## config.mk

```make
export PLATFORM = sky130hd
export DESIGN_NAME = wb_window_bridge
export DESIGN_NICKNAME = d
export VERILOG_FILES = /design/src/rtl/wb_window_bridge.sv
export SDC_FILE = /design/constraint.sdc
export NUM_CORES = 1
export LEC_CHECK = 0
export ABC_AREA = 1
export BUFFER_PORTS_ARGS = -buffer_cell sky130_fd_sc_hd__buf_4
export CAP_MARGIN = 20
export CELL_PAD_IN_SITES_DETAIL_PLACEMENT = 1
export CELL_PAD_IN_SITES_GLOBAL_PLACEMENT = 2
export CORE_ASPECT_RATIO = 0.9
export CORE_MARGIN = 2
export CORE_UTILIZATION = 35
export DETAILED_ROUTE_END_ITERATION = 10
export HOLD_SLACK_MARGIN = 0.08
export PLACE_DENSITY_LB_ADDON = 0.3
export REMOVE_ABC_BUFFERS = 1
export SLEW_MARGIN = 20
export SYNTH_ARGS = -nofsm -noshare
export SYNTH_HDL_FRONTEND = slang
export SYNTH_SLANG_ARGS = --single-unit
```

## constraint.sdc

```tcl
create_clock -name clk -period 21.4 [get_ports clk]
set_clock_uncertainty 0.2 [all_clocks]
set_input_delay 1.07 -clock clk [delete_from_list [all_inputs] [get_ports clk]]
set_output_delay 1.07 -clock clk [all_outputs]
set_load 0.02 [all_outputs]
```

## src/rtl/wb_window_bridge.sv

```systemverilog
// Paged, width-converting Wishbone bridge: 16-bit upstream to a wide downstream
// slave. Provides a page register, a sticky status register, a one-word read buffer and a bus timeout.
module wb_window_bridge #(
  parameter int                       DN_DATA_WIDTH = 32,
  parameter int                       DN_ADDR_WIDTH = 30,
  parameter logic [DN_ADDR_WIDTH-1:0] BASE_WORD     = 30'h1000_0000,
  parameter int                       PAGE_BITS     = 8,
  parameter int                       TIMEOUT       = 255
) (
  input  logic                       clk,
  input  logic                       reset,
  input  logic [15:0]                s_adr,
  input  logic [15:0]                s_dat_w,
  output logic [15:0]                s_dat_r,
  input  logic                       s_we,
  input  logic                       s_stb,
  input  logic                       s_cyc,
  output logic                       s_ack,
  output logic [DN_ADDR_WIDTH-1:0]   m_adr,
  output logic [DN_DATA_WIDTH-1:0]   m_dat_w,
  input  logic [DN_DATA_WIDTH-1:0]   m_dat_r,
  output logic [DN_DATA_WIDTH/8-1:0] m_sel,
  output logic                       m_we,
  output logic                       m_cyc,
  output logic                       m_stb,
  input  logic                       m_ack,
  input  logic                       m_err,
  output logic [2:0]                 m_cti,
  output logic [1:0]                 m_bte
);

  localparam int R    = DN_DATA_WIDTH / 16;
  localparam int L    = $clog2(R);
  localparam int LW   = (L > 0) ? L : 1;
  localparam int SELW = DN_DATA_WIDTH / 8;
  localparam int HW   = PAGE_BITS + 16;
  localparam int SW   = (HW > DN_ADDR_WIDTH) ? HW : DN_ADDR_WIDTH;

  localparam logic [2:0] IDLE = 3'd0;
  localparam logic [2:0] REG  = 3'd1;
  localparam logic [2:0] HIT  = 3'd2;
  localparam logic [2:0] BUS  = 3'd3;
  localparam logic [2:0] RESP = 3'd4;

  logic [2:0]               state;
  logic [PAGE_BITS-1:0]     page;
  logic                     st_to, st_err;
  logic [7:0]               st_cnt;
  logic                     buf_valid;
  logic [DN_ADDR_WIDTH-1:0] buf_tag;
  logic [DN_DATA_WIDTH-1:0] buf_data;
  logic [LW-1:0]            lane_q;
  logic [15:0]              tmo_cnt;

  // Address translation: page-extended halfword address scaled to words, offset by the base.
  logic [HW-1:0]            h_adr;
  logic [SW-1:0]            sum_w;
  logic [DN_ADDR_WIDTH-1:0] adr_calc;
  logic [LW-1:0]            lane;
  logic [SELW-1:0]          wr_sel;

  assign h_adr    = {page, s_adr};
  assign sum_w    = SW'(BASE_WORD) + SW'(h_adr >> L);
  assign adr_calc = sum_w[DN_ADDR_WIDTH-1:0];

  generate
    if (L == 0) begin : g_one_lane
      assign lane = '0;
    end else begin : g_lanes
      assign lane = s_adr[LW-1:0];
    end
  endgenerate

  assign wr_sel = SELW'(2'b11) << {lane, 1'b0};

  logic is_page, is_status, req, st_clr, hit;
  logic tmo_hit, bus_err, bus_to, bus_ok;
  logic [15:0] page_rd, status_rd;

  assign is_page   = (s_adr == 16'hFFFF);
  assign is_status = (s_adr == 16'hFFFE);
  assign req       = (state == IDLE) && s_cyc && s_stb;
  assign st_clr    = req && is_status && !s_we;
  assign hit       = !s_we && buf_valid && (buf_tag == adr_calc);
  assign page_rd   = 16'(page);
  assign status_rd = {st_cnt, 6'b0, st_err, st_to};

  // m_err takes priority over m_ack; the timeout only fires with neither present.
  assign tmo_hit = (tmo_cnt == 16'(TIMEOUT - 1));
  assign bus_err = (state == BUS) && m_err;
  assign bus_ok  = (state == BUS) && m_ack && !m_err;
  assign bus_to  = (state == BUS) && !m_ack && !m_err && tmo_hit;

  assign s_ack = (state == RESP);
  assign m_cti = 3'b000;
  assign m_bte = 2'b00;

  // A clear-on-read and a same-cycle failure: the failure survives the clear.
  logic [7:0] cnt_base, cnt_nxt;
  // NOTE: always_comb assigns every output a default first so no latch is inferred.
  always_comb begin
    cnt_base = st_clr ? 8'd0 : st_cnt;
    cnt_nxt  = cnt_base;
    if ((bus_to || bus_err) && (cnt_base != 8'hFF)) cnt_nxt = cnt_base + 8'd1;
  end

  // NOTE: sequential state uses non-blocking assignments so every register samples pre-edge values.
  always_ff @(posedge clk or negedge reset) begin
    if (!reset) begin
      st_to  <= 1'b0;
      st_err <= 1'b0;
      st_cnt <= 8'd0;
    end else begin
      st_to  <= (st_to  & ~st_clr) | bus_to;
      st_err <= (st_err & ~st_clr) | bus_err;
      st_cnt <= cnt_nxt;
    end
  end

  always_ff @(posedge clk or negedge reset) begin
    if (!reset) begin
      state     <= IDLE;
      page      <= '0;
      buf_valid <= 1'b0;
      lane_q    <= '0;
      tmo_cnt   <= '0;
      s_dat_r   <= '0;
      m_adr     <= '0;
      m_dat_w   <= '0;
      m_sel     <= '0;
      m_we      <= 1'b0;
      m_cyc     <= 1'b0;
      m_stb     <= 1'b0;
    end else begin
      case (state)
        IDLE: if (req) begin
          lane_q <= lane;
          if (is_page || is_status) begin
            state <= REG;
            if (is_page && s_we) begin
              page      <= s_dat_w[PAGE_BITS-1:0];
              buf_valid <= 1'b0;
            end else if (!s_we) begin
              s_dat_r <= is_page ? page_rd : status_rd;
            end
          end else if (hit) begin
            state   <= HIT;
            s_dat_r <= buf_data[{lane, 4'b0} +: 16];
          end else begin
            state   <= BUS;
            m_cyc   <= 1'b1;
            m_stb   <= 1'b1;
            m_we    <= s_we;
            m_adr   <= adr_calc;
            m_sel   <= s_we ? wr_sel : '1;
            m_dat_w <= {R{s_dat_w}};
            tmo_cnt <= '0;
            if (s_we && buf_valid && (buf_tag == adr_calc)) buf_valid <= 1'b0;
          end
        end
        REG, HIT: state <= RESP;
        BUS: begin
          if (m_ack || m_err || tmo_hit) begin
            state <= RESP;
            m_cyc <= 1'b0;
            m_stb <= 1'b0;
            m_we  <= 1'b0;
            if (bus_err || bus_to) begin
              s_dat_r   <= 16'hDEAD;
              buf_valid <= 1'b0;
            end else if (!m_we) begin
              s_dat_r   <= m_dat_r[{lane_q, 4'b0} +: 16];
              buf_valid <= 1'b1;
            end
          end else begin
            tmo_cnt <= tmo_cnt + 16'd1;
          end
        end
        RESP:    state <= IDLE;
        default: state <= IDLE;
      endcase
    end
  end

  // NOTE: buffer word and tag need no reset; buf_valid alone decides whether they are used.
  always_ff @(posedge clk) begin
    if (bus_ok && !m_we) begin
      buf_data <= m_dat_r;
      buf_tag  <= m_adr;
    end
  end

endmodule

```

# Yosys cells after proc, flatten, opt, wreduce, memory -nomap -nowiden
# Index checks and enable logic that the tools add are counted.
dict set report word_totals {
  reg_bits 185
  word_cells 127
  output_inout_bits 91
  in_bits 71
}
dict set report op_classes {
  shift 3
  n_addsub 3
  n_eq_ne 21
  muxes 41
  n_reduce_logical 36
  bitwise_logic 7
}
# op count
set op_table {}
lappend op_table {{16-bit 2-to-1 mux} 13}
lappend op_table {{16-bit case mux with 2 select lines} 2}
lappend op_table {{32-bit by 6-bit indexed part select with 16-bit output} 2}
lappend op_table {{16-bit equality test, second input constant} 2}
lappend op_table {{29-bit by 23-bit adder with 30-bit output, first input constant} 1}
lappend op_table {{30-bit equality test} 1}
lappend op_table {{1-bit logical AND} 17}
lappend op_table {{16-bit by 1-bit adder with 16-bit output, second input constant} 1}
lappend op_table {{16-bit by 8-bit equality test with 1-bit output, second input constant} 1}
lappend op_table {{1-bit 2-to-1 mux} 16}
lappend op_table {{8-bit 2-to-1 mux} 2}
lappend op_table {{7-bit AND reduction} 2}
lappend op_table {{3-bit by 2-bit != test with 1-bit output, second input constant} 4}
lappend op_table {{5-bit AND reduction} 2}
lappend op_table {{3-bit case mux with 3 select lines} 1}
lappend op_table {{8-bit by 1-bit adder with 8-bit output, second input constant} 1}
lappend op_table {{2-bit != test, second input constant} 4}
lappend op_table {{8-bit != test, second input constant} 1}
lappend op_table {{4-bit AND reduction} 2}
lappend op_table {{3-bit by 2-bit equality test with 1-bit output, second input constant} 2}
lappend op_table {{3-bit 2-to-1 mux} 2}
lappend op_table {{3-bit != test, second input constant} 2}
lappend op_table {{1-bit case mux with 2 select lines} 3}
lappend op_table {{1-bit logical NOT} 4}
lappend op_table {{15 further kinds} 23}

# Logic depth before layout (Yosys ltp)
dict set report logic_depth {
  ltp_word 9
  depth_mapped 19
  depth_no_buf 18
}

# Worst setup path after synthesis
# OpenSTA, ideal clock, no wires.
dict set report synth_path {
  kind {input port to flip-flop}
  startpoint {input m_err}
  endpoint {register buf_data[0] (enable)}
  setup_time_ps 612
  n_path_buf 0
  t_arrival_ps 6614
  stages 1
  path_slack_ps 13974
  required_ps 20588
  path_cell_list {nor4_1}
}
dict set report synth_between {
  elab_chain_cells 3
}
# item line
set synth_lines {}
lappend synth_lines {{start: declaration} 27} ;# input logic m_err,
lappend synth_lines {{1-bit logical NOT} 91} ;# assign bus_ok = (state == BUS) && m_ack && !m_err;
lappend synth_lines {{1-bit logical AND} 91}
lappend synth_lines {{1-bit logical AND} 187} ;# if (bus_ok && !m_we) begin
lappend synth_lines {{end signal: assignment} 188} ;# buf_data <= m_dat_r;
lappend synth_lines {{end: declaration} 51} ;# logic [DN_DATA_WIDTH-1:0] buf_data;
# No other way between the ends.
# A chain may end at the register's enable or synchronous reset.

# Worst setup path after layout
dict set report layout_path {
  startpoint {input s_adr[0]}
  endpoint {register m_adr[9]}
}
dict set report layout_between {
  elab_chain_cells 4
  elab_cells_between_ends 5
  classes_between {eq/ne (2); bitwise (1); reduce/logical (2)}
}
# item line
set layout_lines {}
lappend layout_lines {{start: declaration} 12} ;# input logic [15:0] s_adr,
lappend layout_lines {{16-bit equality test, on equally long branches} {80, 81}}
lappend layout_lines {{1-bit logical OR *} 138} ;# if (is_page || is_status) begin
lappend layout_lines {{1-bit inverter (no source line) *} --}
lappend layout_lines {{4-bit AND reduction (no source line) *} --}
lappend layout_lines {{end signal: assignment} 154} ;# m_adr <= adr_calc;
lappend layout_lines {{end: declaration} 19} ;# output logic [DN_ADDR_WIDTH-1:0] m_adr,
# Every way passes the cells marked *; elsewhere a longest branch is shown, timed or not.

==> summary.txt <==
Cells and area
  – Fraction of layout cells with a size suffix above 1: 20.7%
  – Multi-input gate area: 3510 sq um
  – FILL cells: 2833
  – NumNets Final: 1223
  – Area Overhead vs Synth: 21.7%
  – Diode count: 0
  – Reg area: about 4200 sq um

Place
  – DP HPWL: 17900 um
  – Place WS: 17.16 ns
  – IO buf count: 150
  – RePlAce Congestion: 0.856

Floorplanning
  – Die area: 25000 sq um
  – Die H: 150 um
  – Starting density of the core: 35.6%
  – Row cnt: between 50 and 60
  – IO Pins: around 160
  – Core ar.: 23300 sq um
  – Die width: 166 um

Timing
  – Final setup fails: 0
  – Fin worst setup slack: 17.64 ns
  – Slew Viols, Final: 0
  – Final Hold Viols: 0
  – Peak Freq: 0.266 GHz
  – RSZ-0062 raised after global routing: false
  – Measured slew at the worst slew-check pin: 1.01 ns
  – Fin crit share: between 10% and 20%
  – Final min period: 3.76 ns
  – Hold_ws: 0.263 ns
  – Slew HR: 32.9%
  – TNS Setup: 0 ns

Power
  – VDD IR max: 53.7 uV
  – PwrDens: 93.9 nW/um^2
  – LEAKAGE: 5.13 nW
  – Total Power: about 0.95 mW

Global route
  – Global-route wire length before repair: 40300 um
  – Largest net degree at the start of global routing: 53
  – Vias in the first global route: between 7000 and 8000
  – Initial antenna violation count: 0
  – Total track usage: 20.7%
  – Congestion Overflow GR: 0

Setup path
  – CP max stage delay: 0.86 ns
  – FF-to-FF Start: state[0]
  – Worst setup SP type: input pin
  – Crit Path Class: in -> reg
  – Crit end category: flop
  – R2r setup slk: 18.18 ns
  – Critical path's slowest cell: nand3_2
  – R2r endpoint: m_adr[9]
  – Most used cell, CP: nand2_1
  – Crit-path cells: buf_4, inv_4, nand2_1, nor2_1, nand2_1, nor2_4, nor2_4, buf_4, nand3_2, nand2_1, nand2_1
  – CP required: 21.50 ns
  – Setup crit start: s_adr[0]
  – Worst path arrival time: between 3 and 4 ns
  – Worst Path Max Fanout: 52
  – R2R depth: 6

Logic synthesis
  – Post-synth EDFFs: 56
  – Post-synth top cells: nand2_1, dfrtp_1, inv_1
  – Largest area contributor in the netlist: dfrtp_1
  – Synth unique cells: 37
  – Yosys reg bits: 155
  – Count leader, synth: nand2_1
  – Yosys warnings: 0
  – Async SR Flop Fraction: 63.9%
  – Area contributors post-synth: dfrtp_1, nand2_1, edfxtp_1
  – Top FF cell, synth: dfrtp_1
  – Post-Synthesis Cells: between 1000 and 1500
  – Avg Cell Area, Syn: 8.09 sq um
  – Register area share after synthesis: 50.1%
  – Post-Syn Area: 8310 sq um
  – Share of the synthesized area in the top cell type: 29.8%

Routing
  – WL per Instance: 17.0 um
  – DRC: 0
  – DR vias: 7101
  – Routed WL: 24900 um
  – Post-route ant nets: 0
  – Drt first pass iters: 5
  – Drt initial violations: 390
  – Vias/cell: 4.85

Clock network
  – Setup Buffers After CTS: 0
  – Clk root buf: clkbuf_16
  – CTS Buf Count: 17
  – CTS max path bufs: 2
  – Clk_lat worst skew: 0.43 ns
  – Post-cts resize count: 0
  – Clock Sink Count: 155
  – Clock slew at reported path FFs: about 0.07 ns
  – H-tree depth: 4
  – CTS tree: done
  – CTS Hold Bufs: 0

Outcome
  – Status: finished, final reports clean

Worst hold path
  – Hold Startpoint: state[2]
  – Worst hold path cell count: 1
  – Hold path endpoint: state[2]
  – HP Class: reg -> reg

Job
  – Max Cap Viol: 0
## through the flow
stage	instance area [sq um]	instances	utilization [%]
after global routing	10100	1464	43.3
after detailed placement	9510	1432	40.8
after floorplan	7950	974	-
final	10100	1464	43.3
after global placement	9510	1432	40.8
after CTS	10100	1464	43.3
## cell type report
cell class,instances,area share [%]
Tap cell,302,3.74
Inverter,78,2.95
Clock inverter,12,1.08
Clock buffer,20,4.84
Sequential cell,155,41.1
Timing Repair Buffer,156,11.6
Multi-Input combinational cell,741,34.7
## registers in the layout, indices dropped and copies added, names as in the netlist
register	cells
s_dat_r	16
m_we	1
page	8
tmo_cnt	16
m_stb	1
buf_valid	1
lane_q	1
buf_tag	24
m_dat_w	16
state	3
buf_data	32
m_sel	2
st_to	1
st_err	1
m_adr	24
st_cnt	8
## cells by family (layout without fill, tap and decap cells)
kind of cell	Yosys count	in the layout	synth area share, %
DFF	155	155	50.1
muxes	19	19	2.41
and+or+nand+nor	672	672	35.8
AOI/OAI and AO/OA	21	21	1.31
xor gates and xnor gates	15	15	1.58
other	1	11	0.0452
adders and majority gates	3	3	0.452
buffers and inverters	141	266	8.29
## layer usage
metal  vias up  part of all wire, %  wire [um]  global-route usage (%)
li1       3504                    -          -                       -
met1      3423                   51      12700                    31.1
met2       162                   44      11000                    31.3
met3        12                  4.1       1010                    3.08
met4         0                 0.88        219                    5.30
met5         -                    0          0                       0
## where the power goes
part	leakage [nW]	internal, mW	switching (mW)	total, mW
registers	1.79	0.352	0.0348	0.387
logic	3.04	0.100	0.153	0.253
clock network	0.299	0.171	0.138	0.309
total	5.13	0.623	0.326	0.949
## critical path, delay by kind of cell
| kind | cells | cell delay (ns) |
|---|---|---|
| and+or+nand+nor | 8 | 1.75 |
| buffers and inverters | 3 | 0.94 |
## cell usage in the layout (no fill, tap or decap), types with 12 or more instances in the layout
cell type | synthesis | layout
clkbuf_16 | 0 | 19
nand3_1 | 32 | 32
inv_1 | 64 | 64
nand4_1 | 63 | 63
inv_2 | 12 | 12
nor2_1 | 63 | 63
dfrtp_1 | 99 | 99
a21oi_1 | 12 | 12
buf_4 | 34 | 156
nand2_1 | 452 | 452
edfxtp_1 | 56 | 56
nand3b_1 | 12 | 12
## worst max-delay path by stage
stage | slack, ns | endpoint | cells after the start
floorplan | 13.97 | buf_data[0] | 1
global placement | 17.28 | m_dat_w[29] | 11
detailed placement | 17.16 | m_adr[9] | 11
CTS | 17.61 | m_adr[9] | 11
global route | 17.37 | m_adr[11] | 11
finish | 17.64 | m_adr[9] | 11
(Power assumes the default switching activity.)
